--- src/rtl/video_pkg.sv ---
// Shared encodings and colour constants for the video pattern generator.
package video_pkg;

  typedef enum logic [1:0] {
    MODE_GRADIENT = 2'd0,
    MODE_BARS     = 2'd1,
    MODE_CHECKER  = 2'd2,
    MODE_SOLID    = 2'd3
  } mode_e;

  localparam logic [7:0]  GRAD_BLUE = 8'h5A;
  localparam logic [23:0] RGB_WHITE = 24'hFFFFFF;
  localparam logic [23:0] RGB_BLACK = 24'h000000;

  // Index 0 is the leftmost bar: white, yellow, cyan, green, magenta, red, blue, black.
  localparam logic [7:0][23:0] BAR_TABLE = {
    24'h000000, 24'h0000FF, 24'hFF0000, 24'hFF00FF,
    24'h00FF00, 24'h00FFFF, 24'hFFFF00, 24'hFFFFFF
  };

endpackage

--- src/rtl/video_timing_counter.sv ---
// Horizontal/vertical position counters with combinational sync, active-video and pulse decode.
module video_timing_counter
  import video_pkg::*;
#(
  parameter int H_ACTIVE = 1920,
  parameter int H_FP     = 88,
  parameter int H_SYNC   = 44,
  parameter int H_BP     = 148,
  parameter int V_ACTIVE = 1080,
  parameter int V_FP     = 4,
  parameter int V_SYNC   = 5,
  parameter int V_BP     = 36,
  parameter int CW       = 12
) (
  input  logic          clk,
  input  logic          reset,
  input  logic          enable,
  output logic [CW-1:0] h,
  output logic [CW-1:0] v,
  output logic          hsync_on,
  output logic          vsync_on,
  output logic          active,
  output logic          pulse_line,
  output logic          pulse_frame,
  output logic          line_end,
  output logic          frame_end
);

  localparam int H_TOTAL = H_ACTIVE + H_FP + H_SYNC + H_BP;
  localparam int V_TOTAL = V_ACTIVE + V_FP + V_SYNC + V_BP;

  localparam logic [CW-1:0] H_LAST   = CW'(H_TOTAL - 1);
  localparam logic [CW-1:0] V_LAST   = CW'(V_TOTAL - 1);
  localparam logic [CW-1:0] H_ACT    = CW'(H_ACTIVE);
  localparam logic [CW-1:0] V_ACT    = CW'(V_ACTIVE);
  localparam logic [CW-1:0] HS_BEGIN = CW'(H_ACTIVE + H_FP);
  localparam logic [CW-1:0] HS_END   = CW'(H_ACTIVE + H_FP + H_SYNC);
  localparam logic [CW-1:0] VS_BEGIN = CW'(V_ACTIVE + V_FP);
  localparam logic [CW-1:0] VS_END   = CW'(V_ACTIVE + V_FP + V_SYNC);

  always_ff @(posedge clk) begin
    if (reset) begin
      h <= '0;
      v <= '0;
    end else if (enable) begin
      if (h == H_LAST) begin
        h <= '0;
        v <= (v == V_LAST) ? '0 : v + 1'b1;
      end else begin
        h <= h + 1'b1;
      end
    end
  end

  // Every decode is gated by enable so a frozen generator presents an idle raster.
  always_comb begin
    line_end    = enable && (h == H_LAST);
    frame_end   = line_end && (v == V_LAST);
    hsync_on    = enable && (h >= HS_BEGIN) && (h < HS_END);
    vsync_on    = enable && (v >= VS_BEGIN) && (v < VS_END);
    active      = enable && (h < H_ACT) && (v < V_ACT);
    pulse_line  = enable && (h == '0);
    pulse_frame = enable && (h == '0) && (v == '0);
  end

endmodule

--- src/rtl/video_pattern_gen.sv ---
// Parametrised video timing generator with selectable test patterns and a single output register stage.
module video_pattern_gen
  import video_pkg::*;
#(
  parameter int H_ACTIVE   = 1920,
  parameter int H_FP       = 88,
  parameter int H_SYNC     = 44,
  parameter int H_BP       = 148,
  parameter int V_ACTIVE   = 1080,
  parameter int V_FP       = 4,
  parameter int V_SYNC     = 5,
  parameter int V_BP       = 36,
  parameter bit HS_POL     = 1'b1,
  parameter bit VS_POL     = 1'b1,
  parameter int CHECK_LOG2 = 5,
  parameter int CW         = 12
) (
  input  logic          clk,
  input  logic          reset,
  input  logic          enable,
  input  logic [1:0]    mode,
  input  logic [23:0]   solid_rgb,
  output logic [CW-1:0] hdata,
  output logic [CW-1:0] vdata,
  output logic          hsync,
  output logic          vsync,
  output logic          de,
  output logic [7:0]    red,
  output logic [7:0]    green,
  output logic [7:0]    blue,
  output logic          frame_start,
  output logic          line_start
);

  localparam int            BAR_W    = (H_ACTIVE / 8 > 0) ? H_ACTIVE / 8 : 1;
  localparam logic [CW-1:0] BAR_LAST = CW'(BAR_W - 1);

  logic [CW-1:0] h, v;
  logic          hsync_on, vsync_on, active;
  logic          pulse_line, pulse_frame, line_end, frame_end;

  mode_e         shadow_mode;
  logic [23:0]   shadow_rgb;
  logic [2:0]    bar_idx;
  logic [CW-1:0] bar_cnt;
  logic [23:0]   pix;

  video_timing_counter #(
    .H_ACTIVE (H_ACTIVE),
    .H_FP     (H_FP),
    .H_SYNC   (H_SYNC),
    .H_BP     (H_BP),
    .V_ACTIVE (V_ACTIVE),
    .V_FP     (V_FP),
    .V_SYNC   (V_SYNC),
    .V_BP     (V_BP),
    .CW       (CW)
  ) u_timing (
    .clk         (clk),
    .reset       (reset),
    .enable      (enable),
    .h           (h),
    .v           (v),
    .hsync_on    (hsync_on),
    .vsync_on    (vsync_on),
    .active      (active),
    .pulse_line  (pulse_line),
    .pulse_frame (pulse_frame),
    .line_end    (line_end),
    .frame_end   (frame_end)
  );

  always_comb begin
    pix = '0;
    case (shadow_mode)
      MODE_GRADIENT: pix = {h[7:0], v[7:0], GRAD_BLUE};
      MODE_BARS:     pix = BAR_TABLE[bar_idx];
      MODE_CHECKER:  pix = (h[CHECK_LOG2] ^ v[CHECK_LOG2]) ? RGB_WHITE : RGB_BLACK;
      MODE_SOLID:    pix = shadow_rgb;
      default:       pix = '0;
    endcase
  end

  // Shadows load on the edge that wraps the raster to (0,0), so the whole new frame,
  // pixel (0,0) included, sees one consistent mode/colour.
  always_ff @(posedge clk) begin
    if (reset) begin
      shadow_mode <= MODE_GRADIENT;
      shadow_rgb  <= '0;
      bar_idx     <= '0;
      bar_cnt     <= '0;
      hdata       <= '0;
      vdata       <= '0;
      hsync       <= ~HS_POL;
      vsync       <= ~VS_POL;
      de          <= 1'b0;
      {red, green, blue} <= '0;
      frame_start <= 1'b0;
      line_start  <= 1'b0;
    end else begin
      if (frame_end) begin
        shadow_mode <= mode_e'(mode);
        shadow_rgb  <= solid_rgb;
      end

      if (line_end) begin
        bar_idx <= '0;
        bar_cnt <= '0;
      end else if (enable) begin
        if (bar_cnt == BAR_LAST) begin
          bar_cnt <= '0;
          if (bar_idx != 3'd7) bar_idx <= bar_idx + 3'd1;
        end else begin
          bar_cnt <= bar_cnt + 1'b1;
        end
      end

      hdata       <= h;
      vdata       <= v;
      hsync       <= hsync_on ? HS_POL : ~HS_POL;
      vsync       <= vsync_on ? VS_POL : ~VS_POL;
      de          <= active;
      {red, green, blue} <= active ? pix : '0;
      frame_start <= pulse_frame;
      line_start  <= pulse_line;
    end
  end

endmodule

--- config.mk ---
export PLATFORM = sky130hd
export DESIGN_NAME = video_pattern_gen
export DESIGN_NICKNAME = d
export VERILOG_FILES = /design/src/rtl/video_pkg.sv /design/src/rtl/video_timing_counter.sv /design/src/rtl/video_pattern_gen.sv
export SDC_FILE = /design/constraint.sdc
export NUM_CORES = 1
export LEC_CHECK = 0
export BUFFER_PORTS_ARGS = -buffer_cell sky130_fd_sc_hd__buf_2
export CAP_MARGIN = 15
export CORE_ASPECT_RATIO = 1.2
export CORE_UTILIZATION = 50
export CTS_CLUSTER_SIZE = 16
export DETAILED_ROUTE_END_ITERATION = 6
export PLACE_DENSITY_LB_ADDON = 0.12
export SYNTH_ARGS = -nofsm -noshare
export SYNTH_HDL_FRONTEND = slang
export SYNTH_SLANG_ARGS = --single-unit
--- constraint.sdc ---
create_clock -name clk -period 2.9 [get_ports clk]
set_input_delay 0.145 -clock clk [delete_from_list [all_inputs] [get_ports clk]]
set_output_delay 0.145 -clock clk [all_outputs]
set_load 0.02 [all_outputs]
==> summary.txt, run 1 <==
clk_skew: 7.63 ps
worst skew pair latency: 420 ps
post-layout util: 0.647
YS warnings: 0
critical-path maximum fanout: 45
drt initial violations: 256
GR peak layer: met2
Area growth syn-to-layout: 25.0%
sequential share of the synthesized area: 0.490
Global Route Usage Sum: 0.231
Max H-tree Level: 4
I/O Buffers: 81
Clock Root Buffer: clkbuf_16
critical path startpoint category: flip-flop
Via density: 5.55
largest net degree at the start of global routing: 60
Critical Path Slowest Stage Cell: or4_4
Max Cap Viol: 0
Setup Viol. Count Final: 0
ranking of synthesized cells by area: dfxtp_1, a21oi_1, o21ai_0
num rows: 39
flop and latch count out of synthesis: 121
DRT Pass-1 Iters: 5
peak supply drop: 412 µV
Avg WL per Cell: 14.6 µm
hold crit path type: in2reg
via count: 4375
data required time at the worst endpoint: 3220 ps
Placer Congestion: 0.851
crit end category: flip-flop
initial antenna violation count: 0
grt met1 use: 0.288
Die ar.: 10300 µm²
Post-layout nets: 688
Final Hold Fails: 0
CP cell instances: or4_4 -> or4_4 -> or3_1 -> a221oi_1
Starting Density: 0.517
fmax: 383 MHz
pwr dens: 642 nW/µm²
DRC violation count after routing: 0
Mean Syn Cell Area: 8.70 µm²
Primary FF master, synth: dfxtp_1
leakage power: 2.38 nW
vias in the first global route: 3899
status: finished, final reports clean
first-pass GRT wire length: 18500 µm
num ports: 82
Final Cell Area: 6190 µm²
Bufs and invs on worst path: 0
hpwl dp: 7570 µm
min cycle time layout: 2610 ps
EDFF count, synth: 0
clock sink count: 121
grt ovf: 0
distinct cell type count after synthesis: 44
CP max stage delay: 760 ps
crit path kind: reg2reg
clock slew at reported path FFs: 50 ps
total power: 3.97 mW
Post-CTS Resized: 0
dpl cell area: 5410 µm²
Rel. slew slack: 0.357
CTS tree: yes
diode count: 0
Synth top area share: 0.490
Slew Viols, Final: 0
Net Count, Synth: 605
Top cell by count, worst path: or4_4
Post-synth ARST share: 0
core area: 9560 µm²
Setup TNS: 0 ps
Routed Wire Length: 11500 µm
mapped cell area: 4950 µm²
Worst Path Arrival: 2930 ps
synthesized netlist cell count: 569
M2 GR Usage: 0.372
ANT nets after route: 0
die height: 111 µm
dpl ws: 304 ps
GR Util met3: 0.0679
Die W: 92.8 µm
clk buf depth: 2
share of layout cells above drive strength 1: 0.202
cell taking the most area after synthesis: dfxtp_1
cell family with most CP delay: simple AND/OR/NAND/NOR gates
RSZ-0062 raised after global routing: false
Worst Tran Pin Value: 958 ps
period utilisation layout: 0.900
Setup WS post-layout: 289 ps
Num CTS Buffers: 17
## cell usage in the layout, fill, tap and decap left out, drive strengths merged, types with 12 or more instances in the layout
master / synthesis / routed
a21oi: 69 / 69
and2: 19 / 19
buf: 8 / 92
clkbuf: 35 / 21
dfxtp: 121 / 121
dlygate4sd3: 0 / 15
nand2: 31 / 31
nand3: 12 / 12
nand4: 39 / 39
nor2: 41 / 41
nor2b: 19 / 19
nor3: 14 / 14
o21ai: 55 / 55
xnor2: 16 / 16
## through the flow
stage	instances	hold slack (ps)
2_1_floorplan	569	225
3_3_place_gp	741	425
3_5_place_dp	741	427
4_1_cts	788	0.212
5_1_grt	788	9.24
6_report	788	12.4
## power breakdown
group          internal (mW)  leakage [nW]  switching, mW
Sequential              1.68         0.977        0.00985
Clock                   1.44         0.297          0.726
Combinational         0.0519          1.11         0.0695
Total                   3.17          2.38          0.805
## cells in the mapped netlist, types with 3 or more instances
cell	number
nor4_1	4
o21ai_0	54
nand2_1	31
xnor2_1	16
a21oi_1	68
nand4_1	39
nor3_1	14
a21o_1	4
dfxtp_1	121
nand3_1	12
clkbuf_1	35
and4_1	4
nand2b_1	6
and2_1	19
or4_4	3
nor2_1	41
xor2_1	8
nor2b_1	19
o31ai_1	4
or2_2	3
ha_1	7
or3_1	8
buf_6	4
buf_1	3
inv_1	11
or4_1	8
nand3b_1	3
## routing by layer
layer	part of all wire	vias up	wire (µm)
li1	-	2179	-
met1	0.43	2021	4980
met2	0.49	156	5630
met3	0.060	19	690
met4	0.014	0	160
met5	0	-	0
## worst reg2reg max path, delay by kind of cell, from the launching register on
| family | cells | cell delay [ps] |
|---|---|---|
| flops | 1 | 390 |
| simple gates | 3 | 1830 |
| compound gates | 1 | 300 |
## cell families after synthesis
logic type	share of synthesized area
AND/OR/NAND/NOR	0.248
AO/OA/AOI/OAI	0.153
flip-flops	0.490
buffers and inverters	0.0473
XOR/XNOR	0.0425
adder cells (fa/ha/maj)	0.0177
multiplexers	0.00202
## final timing paths
path | from | slack, ps | end | cells after the start
min | solid_rgb[2] | 10 | shadow_rgb[2]$_SDFFE_PP0P_ | 3
max reg2reg | u_timing.h[3]$_SDFFE_PP0P_ | 290 | u_timing.v[5]$_SDFFE_PP0P_ | 4
min reg2reg | shadow_rgb[14]$_SDFFE_PP0P_ | 470 | shadow_rgb[14]$_SDFFE_PP0P_ | 2
max | u_timing.h[3]$_SDFFE_PP0P_ | 290 | u_timing.v[5]$_SDFFE_PP0P_ | 4
## layout make-up
cell class,count,area [µm²]
fill,855,3380
sequential,121,2420
multi-input combinational,394,2310
timing repair buffer,107,638
clock buffer,21,480
tap,123,154
clock inverter,11,144
inverter,11,41.3
## flip-flops by register name, summed over array words and instances, names as in the netlist, named ones only
| register | count |
|---|---|
| blue | 8 |
| vdata | 12 |
| shadow_rgb | 24 |
| u_timing.v | 12 |
| de | 1 |
| bar_idx | 3 |
| line_start | 1 |
| hsync | 1 |
| red | 8 |
| u_timing.h | 12 |
| hdata | 12 |
| bar_cnt | 12 |
| vsync | 1 |
| frame_start | 1 |
| shadow_mode | 2 |
| green | 8 |
## what timing repair did
item                      in CTS  in global routing
buffers inserted               0                  0
hold endpoints to repair      15                  0
hold buffers                  15                  0
Power figures use the tool's default switching activity.
==> run 2: changes to the inputs <==
--- a/config.mk
+++ b/config.mk
@@ -7,11 +7,12 @@
 export LEC_CHECK = 0
 export BUFFER_PORTS_ARGS = -buffer_cell sky130_fd_sc_hd__buf_2
 export CAP_MARGIN = 15
-export CORE_ASPECT_RATIO = 1.2
+export CORE_MARGIN = 4
 export CORE_UTILIZATION = 50
 export CTS_CLUSTER_SIZE = 16
 export DETAILED_ROUTE_END_ITERATION = 6
 export PLACE_DENSITY_LB_ADDON = 0.12
+export SETUP_SLACK_MARGIN = 0.15
 export SYNTH_ARGS = -nofsm -noshare
 export SYNTH_HDL_FRONTEND = slang
 export SYNTH_SLANG_ARGS = --single-unit
==> run 2 against run 1 <==
  * Flip-flop and latch count did not move
  * Die area rose by 12%
  * Clock skew rose by 2.6 ps
  * Power fell by 11%
  * Non-clock buffer count rose by 15
  * Fmax barely moved
  * Worst setup slack improved by 2.3 ps
  * Sequential power barely moved
  * Critical endpoint unchanged
==> summary.txt, run 2 (same netlist as run 1, synthesis figures left out) <==
status: finished, final reports clean
Max Cap Viol: 0
num rows: 36
grt ovf: 0
critical path startpoint category: flip-flop
postcts setup bufs: 0
clk buf depth: 2
Worst Path Arrival: 3010 ps
Slew Viols, Final: 0
Routed Wire Length: 11900 µm
crit end category: flip-flop
fmax: 383 MHz
fillers: 813
via count: 4408
commonest non-fill, non-tap cell in the layout: dfxtp_1
Num CTS Buffers: 17
Final Cell Area: 6200 µm²
num ports: 82
data required time at the worst endpoint: 3300 ps
Post-layout nets: 703
met2 WL: 5670 µm
RSZ-0062 raised after global routing: false
Placer Congestion: 0.832
hpwl dp: 7910 µm
drt initial violations: 294
met1 wire length: 5280 µm
CTS tree: yes
multi-input logic area: 2310 µm²
DRC violation count after routing: 0
Setup Viol. Count Final: 0
Starting Density: 0.511
crit path kind: reg2reg
first-pass GRT wire length: 19700 µm
diode count: 0
Final Hold Fails: 0
worst skew pair latency: 510 ps
Clock Root Buffer: clkbuf_8
period utilisation layout: 0.900
wire length on met3: 757 µm
vias in the first global route: 4081
Via density: 5.45
pwr dens: 571 nW/µm²
Max H-tree Level: 4
Avg WL per Cell: 14.8 µm
DRT Pass-1 Iters: 5
uppermost layer routed: met4
largest net degree at the start of global routing: 60
Die ar.: 11600 µm²
initial antenna violation count: 0
core area: 9680 µm²
clock sink count: 121
Global Route Usage Sum: 0.213
number of flip-flops in the largest register: 24
total power: 3.54 mW
Rel. slew slack: 0.329
Setup TNS: 0 ps
Worst Tran Pin Value: 1000 ps
clk_skew: 10.2 ps
I/O Buffers: 81
peak supply drop: 293 µV
Area growth syn-to-layout: 25.3%
die height: 107 µm
Largest Register: shadow_rgb
commonest non-fill, non-tap cells in the layout: dfxtp_1, buf_2, a21oi_1
clock slew at reported path FFs: 50 ps
FF+latch area: 2420 µm²
hold crit path type: in2reg
leakage power: 2.39 nW
share of layout cells above drive strength 1: 0.191
min cycle time layout: 2610 ps
critical-path maximum fanout: 45
Die W: 107 µm
dpl cell area: 5450 µm²
ANT nets after route: 0
[run 2: cell types whose count changed in the layout (fill, tap and decap cells not counted)]
cell           delta
clkbuf_1          +4
clkinv_4          -1
bufinv_16         -3
clkbuf_8          -1
clkbuf_16         -1
buf_4             +3
dlygate4sd3_1    +12
clkinvlp_4        -4
clkinv_2          +2
[run 2: worst paths after layout]
kind,start,to,slack (ps),cells past startpoint
setup reg to reg,u_timing.h[3]$_SDFFE_PP0P_,u_timing.v[5]$_SDFFE_PP0P_,290,4
hold reg to reg,shadow_rgb[0]$_SDFFE_PP0P_,shadow_rgb[0]$_SDFFE_PP0P_,470,2
setup / recovery,u_timing.h[3]$_SDFFE_PP0P_,u_timing.v[5]$_SDFFE_PP0P_,290,4
hold / removal,enable,shadow_mode[1]$_SDFFE_PP0P_,100,3
[run 2: final cells by class]
cell class,instances,share of cell area
Tap cell,133,0.0268
Multi-Input combinational cell,394,0.372
Clock buffer,23,0.0737
Clock inverter,5,0.00404
Inverter,11,0.00666
Sequential cell,121,0.391
Timing Repair Buffer,122,0.126
[run 2: per-stage QoR]
stage	cells	setup slack, ps	utilization	hold slack [ps]
floorplan	569	501	-	225
global placement	754	404	0.563	427
detailed placement	754	346	0.563	429
CTS	809	333	0.640	86.7
global route	809	238	0.640	115
finish	809	291	0.640	103
[run 2: worst max-delay path, cell delays in order, from the launching register on]
cell and delay, ps:
dfxtp_1 390, or4_4 610, or4_4 770, or3_1 440, a221oi_1 290
[run 2: layer usage]
| layer | track usage | up-vias |
|---|---|---|
| met5 | 0 | - |
| li1 | - | 2217 |
| met1 | 0.284 | 1998 |
| met3 | 0.0486 | 24 |
| met4 | 0.0794 | 0 |
| met2 | 0.337 | 169 |
[run 2: power breakdown]
group / leakage (nW) / internal, mW / switching (mW) / total (mW)
Combinational: 1.17 / 0.0633 / 0.0733 / 0.137
Clock: 0.243 / 1.06 / 0.652 / 1.72
Sequential: 0.977 / 1.68 / 0.0101 / 1.69
[run 2: timing repair]
action / in CTS / in global routing
gates resized for setup: 0 / 0
hold buffers: 27 / 0
endpoints found under the hold margin: 27 / 0
